**src/rtl/ldpc_pkg.sv**
```systemverilog
// Shared LDPC decoder constants, message field positions and the check-node state type.
// CNU_OFFSET is only used by builds that define CNU_OFFSET_MIN_SUM_EN.
package ldpc_pkg;

    localparam int MAG_W        = 4;
    localparam int VNU_MSG_W    = 6;
    localparam int CNU_MSG_W    = 5;
    localparam int HD_BIT       = 5;
    localparam int VNU_SIGN_BIT = 4;
    localparam int CNU_SIGN_BIT = 4;
    localparam int CNU_OFFSET   = 1;

    typedef enum logic {
        COLLECT = 1'b0,
        EMIT    = 1'b1
    } cnu_state_t;

endpackage

```
**src/rtl/min2_tracker.sv**
```systemverilog
// Combinational min-sum tracker: folds one new magnitude into the running
// (min1, min2, min_idx) triple. Strict compares keep the first index on ties.
module min2_tracker #(
    parameter int MAG_W = 4,
    parameter int IDX_W = 3
) (
    input  logic [MAG_W-1:0] min1,
    input  logic [MAG_W-1:0] min2,
    input  logic [IDX_W-1:0] min_idx,
    input  logic [MAG_W-1:0] mag,
    input  logic [IDX_W-1:0] idx,
    output logic [MAG_W-1:0] min1_nxt,
    output logic [MAG_W-1:0] min2_nxt,
    output logic [IDX_W-1:0] min_idx_nxt
);
    import ldpc_pkg::*;

    always_comb begin
        min1_nxt    = min1;
        min2_nxt    = min2;
        min_idx_nxt = min_idx;
        if (mag < min1) begin
            min2_nxt    = min1;
            min1_nxt    = mag;
            min_idx_nxt = idx;
        end else if (mag < min2) begin
            min2_nxt = mag;
        end
    end

endmodule

```
**src/rtl/cnu_serial.sv**
```systemverilog
// Serial min-sum check node: collects DC VNU messages, then emits DC extrinsic
// messages plus the check's syndrome. Define CNU_OFFSET_MIN_SUM_EN for offset min-sum.
module cnu_serial #(
    parameter int DC    = 6,
    parameter int MAG_W = 4,
    parameter int IDX_W = $clog2(DC)
) (
    input  logic             clk,
    input  logic             rst_n,
    input  logic             in_valid,
    output logic             in_ready,
    input  logic [MAG_W+1:0] in_msg,
    output logic             out_valid,
    input  logic             out_ready,
    output logic [MAG_W:0]   out_msg,
    output logic [IDX_W-1:0] out_idx,
    output logic             syndrome,
    output logic             syndrome_valid
);
    import ldpc_pkg::*;

    cnu_state_t       state;
    logic [MAG_W-1:0] min1;
    logic [MAG_W-1:0] min2;
    logic [IDX_W-1:0] min_idx;
    logic [MAG_W-1:0] min1_nxt;
    logic [MAG_W-1:0] min2_nxt;
    logic [IDX_W-1:0] min_idx_nxt;
    logic [IDX_W-1:0] cnt;
    logic [DC-1:0]    sign_mem;
    logic             sign_prod;
    logic             hd_par;

    logic             in_hd;
    logic             in_sign;
    logic [MAG_W-1:0] in_mag;
    logic             in_fire;
    logic             out_fire;
    logic             last_idx;
    logic [MAG_W-1:0] mag_sel;
    logic [MAG_W-1:0] mag_out;

    assign in_hd    = in_msg[MAG_W+1];
    assign in_sign  = in_msg[MAG_W];
    assign in_mag   = in_msg[MAG_W-1:0];

    assign in_ready  = (state == COLLECT);
    assign out_valid = (state == EMIT);
    assign in_fire   = in_valid && in_ready;
    assign out_fire  = out_valid && out_ready;
    assign last_idx  = (cnt == IDX_W'(DC - 1));

    min2_tracker #(
        .MAG_W (MAG_W),
        .IDX_W (IDX_W)
    ) u_min2_tracker (
        .min1        (min1),
        .min2        (min2),
        .min_idx     (min_idx),
        .mag         (in_mag),
        .idx         (cnt),
        .min1_nxt    (min1_nxt),
        .min2_nxt    (min2_nxt),
        .min_idx_nxt (min_idx_nxt)
    );

    // The min state is cleared when the last output leaves, so a new check starts clean.
    always_ff @(posedge clk or negedge rst_n) begin
        if (!rst_n) begin
            state          <= COLLECT;
            min1           <= '1;
            min2           <= '1;
            min_idx        <= '0;
            cnt            <= '0;
            sign_mem       <= '0;
            sign_prod      <= 1'b0;
            hd_par         <= 1'b0;
            syndrome       <= 1'b0;
            syndrome_valid <= 1'b0;
        end else begin
            syndrome_valid <= 1'b0;
            case (state)
                COLLECT: begin
                    if (in_fire) begin
                        sign_mem[cnt] <= in_sign;
                        sign_prod     <= sign_prod ^ in_sign;
                        hd_par        <= hd_par ^ in_hd;
                        min1          <= min1_nxt;
                        min2          <= min2_nxt;
                        min_idx       <= min_idx_nxt;
                        if (last_idx) begin
                            state          <= EMIT;
                            cnt            <= '0;
                            syndrome       <= hd_par ^ in_hd;
                            syndrome_valid <= 1'b1;
                        end else begin
                            cnt <= cnt + 1'b1;
                        end
                    end
                end
                EMIT: begin
                    if (out_fire) begin
                        if (last_idx) begin
                            state     <= COLLECT;
                            cnt       <= '0;
                            min1      <= '1;
                            min2      <= '1;
                            min_idx   <= '0;
                            sign_prod <= 1'b0;
                            hd_par    <= 1'b0;
                        end else begin
                            cnt <= cnt + 1'b1;
                        end
                    end
                end
                default: state <= COLLECT;
            endcase
        end
    end

    // The edge that owns min1 must see min2, everyone else sees min1.
    always_comb begin
        mag_sel = (cnt == min_idx) ? min2 : min1;
`ifdef CNU_OFFSET_MIN_SUM_EN
        mag_out = (mag_sel > MAG_W'(CNU_OFFSET)) ? (mag_sel - MAG_W'(CNU_OFFSET)) : '0;
`else
        mag_out = mag_sel;
`endif
    end

    assign out_msg = (state == EMIT) ? {sign_prod ^ sign_mem[cnt], mag_out} : '0;
    assign out_idx = (state == EMIT) ? cnt : '0;

endmodule

```
**config.mk**
```make
export PLATFORM = sky130hd
export DESIGN_NAME = cnu_serial
export DESIGN_NICKNAME = d
export VERILOG_FILES = /design/src/rtl/ldpc_pkg.sv /design/src/rtl/min2_tracker.sv /design/src/rtl/cnu_serial.sv
export SDC_FILE = /design/constraint.sdc
export NUM_CORES = 1
export LEC_CHECK = 0
export ABC_AREA = 0
export ABC_CLOCK_PERIOD_IN_PS = 5400
export CORE_MARGIN = 2
export CORE_UTILIZATION = 60
export CTS_CLUSTER_DIAMETER = 80
export CTS_CLUSTER_SIZE = 30
export DETAILED_ROUTE_END_ITERATION = 8
export DONT_BUFFER_PORTS = 1
export HOLD_SLACK_MARGIN = 0.15
export PLACE_DENSITY = 0.85
export SLEW_MARGIN = 20
export SYNTH_ARGS = -nofsm -noshare
export SYNTH_HDL_FRONTEND = slang
export SYNTH_SLANG_ARGS = --single-unit
```
**constraint.sdc**
```tcl
create_clock -name clk -period 5.4 [get_ports clk]
set_input_delay 0.81 -clock clk [delete_from_list [all_inputs] [get_ports clk]]
set_output_delay 0.81 -clock clk [all_outputs]
set_load 0.03 [all_outputs]
```
==> results.cfg, run 1 <==
[routing]
ant_nets = 0
via_per_inst = 6.183
first_iter_violations = 24
drtPass1Iterations = 4
routed_wl_um = 2891
wl_per_cell_um = 16.52
drcViolationCount = 0
vias = 1082

[grt]
grt_max_degree = 26
gr-usage-all-layers = 0.2222
grt_pass1_vias = 1034
overflow = 0
antenna_found_initial = 0
grt_first_pass_wirelength_um = 4685

[critical_path]
end_kind = primary output
cp.arrival_ns = 2.19
required_ns = 4.59
path_class = reg2out
cp_max_fo = 13
worstSetupStartpointType = flip-flop

[power_and_ir_drop]
p_leak_nw = 0.6949
power.share.sequential = 0.396
clockPowerShare = 0.081
power.switching_mw = 0.5003
switching_share = 0.4897
p_comb_frac = 0.522
powerDensity_mw_per_mm2 = 669.9
power.internal_mw = 0.5214
ir_drop_mv = 0.4145

[die]
num_rows = 18
die_h_um = 54.15
dieArea_mm2 = 0.002932
initial_core_util = 0.6204
ios = 22
dieWidth_um = 54.15
core-area_mm2 = 0.002432

[timing]
fin_crit_ns = 2.995
relSlewSlack = 0.4962
hold_viol = 0
setup_tns_ns = 0
worst_pin_slew_ns = 0.7532
rsz0062_at_grt = false
slew_viol_final = 0
post-route-period-util = 0.5547
setup_viol = 0
fmax_ghz = 0.3339
finClkSkew_ns = 0.003259

[yosys]
synth_edf_count = 0
ys_ff_latch = 25
synth_area_leaders = dfrtp_1 28%, dfstp_2 14%, mux2i_1 8.0%
syn-num-nets = 163
ys.flop_type = dfrtp_1
synthCells = 147
syn-cell-area_mm2 = 0.001509
ys_types = 35
netlist.top_cell.by_area = dfrtp_1
async_flop_share = 1.000
avgSynthCellArea_um2 = 10.26
yosysSeqAreaShare = 0.4212
yosys.area.top_type_share = 0.2819
ys_warn_count = 0

[placed_design]
place_hpwl_um = 2175
dpl_cell_area_mm2 = 0.001489
place_inst = 170
gp_congestion = 0.7713
portBuffers = 0

[finish]
instances_no_fill = 175
nets = 162
num_antenna_cells = 0
syn_to_final_growth_pct = 1.078
final_cell_mix = 17 x dfrtp_1, 16 x nand2_1, 14 x nor2_1
fillers = 201
mostFrequentLayoutCell = dfrtp_1
drive_gt1_frac = 0.1862
stdcell_area_mm2 = 0.001525

[flow_run]
maxCapViolations = 0

[cts]
cts.sinks = 25
cts_root_buf = clkbuf_4
postCtsResizedCells = 0
cts_buffer_depth = 2
clk_latency_ns = 0.32
clkTransAtPathRegs_ns = 0.13
cts_buffers = 3
tritoncts = built
htree_levels = 1
postCtsSetupBuffers = 0
cts_hold_buf = 0

[status]
status = finished clean

[min_path]
min_path_type = in2async
[logic make-up (layout without fill, tap and decap cells)]
logic type	count (synthesis)	count (layout)	synth area share
flops	25	25	0.4212
xor+xnor	7	7	0.04063
mux	23	23	0.1617
fa+ha+maj	6	6	0.04975
compound gates	20	20	0.09619
buf+inv	15	13	0.05804
simple gates	51	51	0.1725
[power groups by stage]
stage / clock network (mW) / logic [mW] / registers [mW]
floorplan: 0 / 0.513 / 0.355
global placement: 0 / 0.508 / 0.399
detailed placement: 0 / 0.530 / 0.407
CTS: 0.0855 / 0.532 / 0.402
global route: 0.0959 / 0.587 / 0.417
finish: 0.0831 / 0.534 / 0.405
[path summary, 6_finish.rpt]
kind                                         start                      end  slack, ns  cells past startpoint
max                            out_valid$_DFF_PN0_               out_msg[1]       2.40                      2
min                                          rst_n      min1[2]$_DFFE_PN1P_       0.31                      0
max reg2reg                    out_valid$_DFF_PN0_      min2[1]$_DFFE_PN1P_       2.99                      5
min reg2reg                sign_mem[2]$_DFFE_PN0P_  sign_mem[2]$_DFFE_PN0P_       0.52                      1
max in group asynchronous                    rst_n  sign_mem[4]$_DFFE_PN0P_       3.95                      1
min in group clk           sign_mem[2]$_DFFE_PN0P_  sign_mem[2]$_DFFE_PN0P_       0.52                      1
[registers in the layout, summed over array words and instances (netlist names)]
| register | count |
|---|---|
| syndrome | 1 |
| out_valid | 1 |
| syndrome_valid | 1 |
| cnt | 3 |
| hd_par | 1 |
| min1 | 4 |
| min2 | 4 |
| sign_prod | 1 |
| min_idx | 3 |
| sign_mem | 6 |
[cell usage after synthesis, types with 3 or more instances]
library cell	n
mux2_1	3
mux2_2	8
o211ai_1	3
ha_1	6
o21ai_0	4
inv_1	8
dfstp_2	8
dfrtp_1	17
nor2_1	14
nand2_1	16
a21oi_1	5
xor2_1	4
mux2i_1	12
nor2b_1	5
nand3_1	5
xnor2_1	3
buf_6	4
[critical path, stage by stage, from the launching register on]
cell and delay [ns]:
dfrtp_1 0.75, inv_1 0.51, nor2_1 0.60
[per-layer routing]
metal	global-route usage	wire length (um)	vias up
met3	0.04444	144	2
met2	0.3795	1437	37
met1	0.2935	1289	539
li1	-	-	504
met5	0	0	-
met4	0.03750	19	0
[cell type report]
type	count	area, um2	share of cell area
multi-input cells	107	785.8	0.5152
flip-flops and latches	25	635.6	0.4167
well taps	30	37.54	0.02461
inverters	8	30.03	0.01969
clock buffers	4	26.28	0.01723
repair buffers	1	10.01	0.006563
[metrics by stage]
step | utilization | setup slack, ns | hold slack [ns] | power (mW)
after CTS | 0.6229 | 2.401 | 0.1563 | 1.020
after global routing | 0.6271 | 2.267 | 0.2768 | 1.100
after detailed placement | 0.6121 | 2.775 | 0.4956 | 0.9371
final | 0.6271 | 2.405 | 0.3084 | 1.022
after global placement | 0.6121 | 2.806 | 0.4812 | 0.9063
after floorplan | - | 2.968 | 0.4706 | 0.8687
No activity file was read; power rests on OpenSTA's default activity.
==> inputs of run 2 (changes only) <==
Settings changed: ABC_CLOCK_PERIOD_IN_PS 5400 to 2800.
Clock period 5.4 ns to 2.8 ns, I/O delays scaled along.
==> results.cfg, run 2 (synthesis gave the netlist of run 1 again) <==
[routing]
drtPass1Iterations = 4
first_iter_violations = 18
ant_nets = 0
vias = 1071
routed_wl_um = 3034
wl_per_cell_um = 16.95
drcViolationCount = 0
via_per_inst = 5.983

[critical_path]
required_ns = 2.38
r2r_cells = 7
path_class = reg2out
worstSetupStartpointType = flip-flop
cp.arrival_ns = 2.13
cp_max_fo = 13
end_kind = primary output
crit_chain = xor2_1 -> nor3_2 -> mux2i_1 -> nor2_1
r2r_start = min1[3]$_DFFE_PN1P_
crit_path_end = out_msg[1]
cp-startpoint = cnt[1]$_DFFE_PN0P_
path_buf_inv = 0
crit_family = simple AND/OR/NAND/NOR gates
worst_path_max_delay_cell = dfrtp_1
crit_cells = 4
reg2reg_to = min2[1]$_DFFE_PN1P_
cpPeakStageDelay_ns = 0.53
r2r_slack_ns = 0.60

[grt]
overflow = 0
grt_pass1_vias = 1041
grt_max_degree = 26
grt_first_pass_wirelength_um = 4740
antenna_found_initial = 0
gr-usage-all-layers = 0.2277

[placed_design]
place_hpwl_um = 2232
gp_congestion = 0.7979
portBuffers = 0

[cts]
tritoncts = built
cts_root_buf = clkbuf_4
postCtsResizedCells = 0
cts_buffer_depth = 2
clk_latency_ns = 0.33
cts_buffers = 3
htree_levels = 1
cts.sinks = 25
clkTransAtPathRegs_ns = 0.14
cts_hold_buf = 2
postCtsSetupBuffers = 0

[finish]
largest_reg_flops = 6
nets = 166
final_cell_mix = 17 x dfrtp_1, 16 x nand2_1, 14 x nor2_1
regMostFlops = sign_mem
syn_to_final_growth_pct = 3.897
drive_gt1_frac = 0.2081
num_antenna_cells = 0
fillers = 197
seqCellArea_um2 = 635.6
mostFrequentLayoutCell = dfrtp_1
multi_input_area_um2 = 785.8
reg.largest.list = sign_mem x6, min1 x4, min2 x4

[power_and_ir_drop]
ir_drop_mv = 0.6875
p_leak_nw = 0.7190
finalPower_mw = 2.040
powerDensity_mw_per_mm2 = 1301

[flow_run]
maxCapViolations = 0

[die]
ios = 22
num_rows = 18
dieWidth_um = 54.15
die_h_um = 54.15
initial_core_util = 0.6204
core-area_mm2 = 0.002432
dieArea_mm2 = 0.002932

[timing]
rsz0062_at_grt = false
fmax_ghz = 0.3925
slew_viol_final = 0
worst_pin_slew_ns = 0.5565
fin_crit_ns = 2.548
setup_tns_ns = 0
relSlewSlack = 0.6276
post-route-period-util = 0.9100
setup_viol = 0
finClkSkew_ns = 0.002946
hold_viol = 0

[min_path]
min_path_type = in2reg

[status]
status = finished clean
-- run 2: power by group --
group,total (mW),switching [mW],internal [mW]
Sequential,0.763,0.201,0.562
Clock,0.168,0.112,0.0559
Combinational,1.11,0.680,0.429
-- run 2: area by class of cell --
type / instances / area share
multi-input combinational: 107 / 0.5012
clock buffer: 4 / 0.01676
tap: 30 / 0.02394
inverter: 8 / 0.01915
timing repair buffer: 5 / 0.03352
sequential: 25 / 0.4054
-- run 2: worst min-delay path by stage --
stage / start / endpoint / slack, ns / depth (start not counted)
2_1_floorplan: rst_n / cnt[0]$_DFFE_PN0P_ / 0.12 / 0
3_3_place_gp: rst_n / min_idx[1]$_DFFE_PN0P_ / 0.13 / 0
3_5_place_dp: rst_n / min_idx[2]$_DFFE_PN0P_ / 0.13 / 0
4_1_cts: in_msg[5] / hd_par$_DFFE_PN0P_ / 0.22 / 2
5_1_grt: in_msg[0] / min1[0]$_DFFE_PN1P_ / 0.21 / 2
6_report: in_msg[5] / hd_par$_DFFE_PN0P_ / 0.22 / 2
-- run 2: stage by stage --
step	worst slack [ns]	instance area (um2)	utilization	hold WS, ns	cells
finish	0.2519	1568	0.6445	0.2179	179
global route	0.1478	1568	0.6445	0.2109	179
CTS	0.2577	1568	0.6445	0.2210	179
detailed placement	0.6380	1511	0.6214	0.1251	173
global placement	0.7040	1511	0.6214	0.1253	173
floorplan	0.7585	1509	-	0.1244	147
-- run 2: worst reg2reg max path, delay by kind of cell (launching register included) --
| kind | cells | cell delay [ns] |
|---|---|---|
| buffers and inverters | 1 | 0.05 |
| multiplexers | 1 | 0.37 |
| AND/OR/NAND/NOR | 1 | 0.27 |
| AO/OA/AOI/OAI | 3 | 0.58 |
| flip-flops | 1 | 0.59 |
| adder cells (fa/ha/maj) | 1 | 0.29 |
-- run 2: routing by layer --
layer	part of all wire	GRT usage
met4	0.015	0.09167
met2	0.49	0.3715
met1	0.46	0.2942
met3	0.042	0.04444
met5	0	0
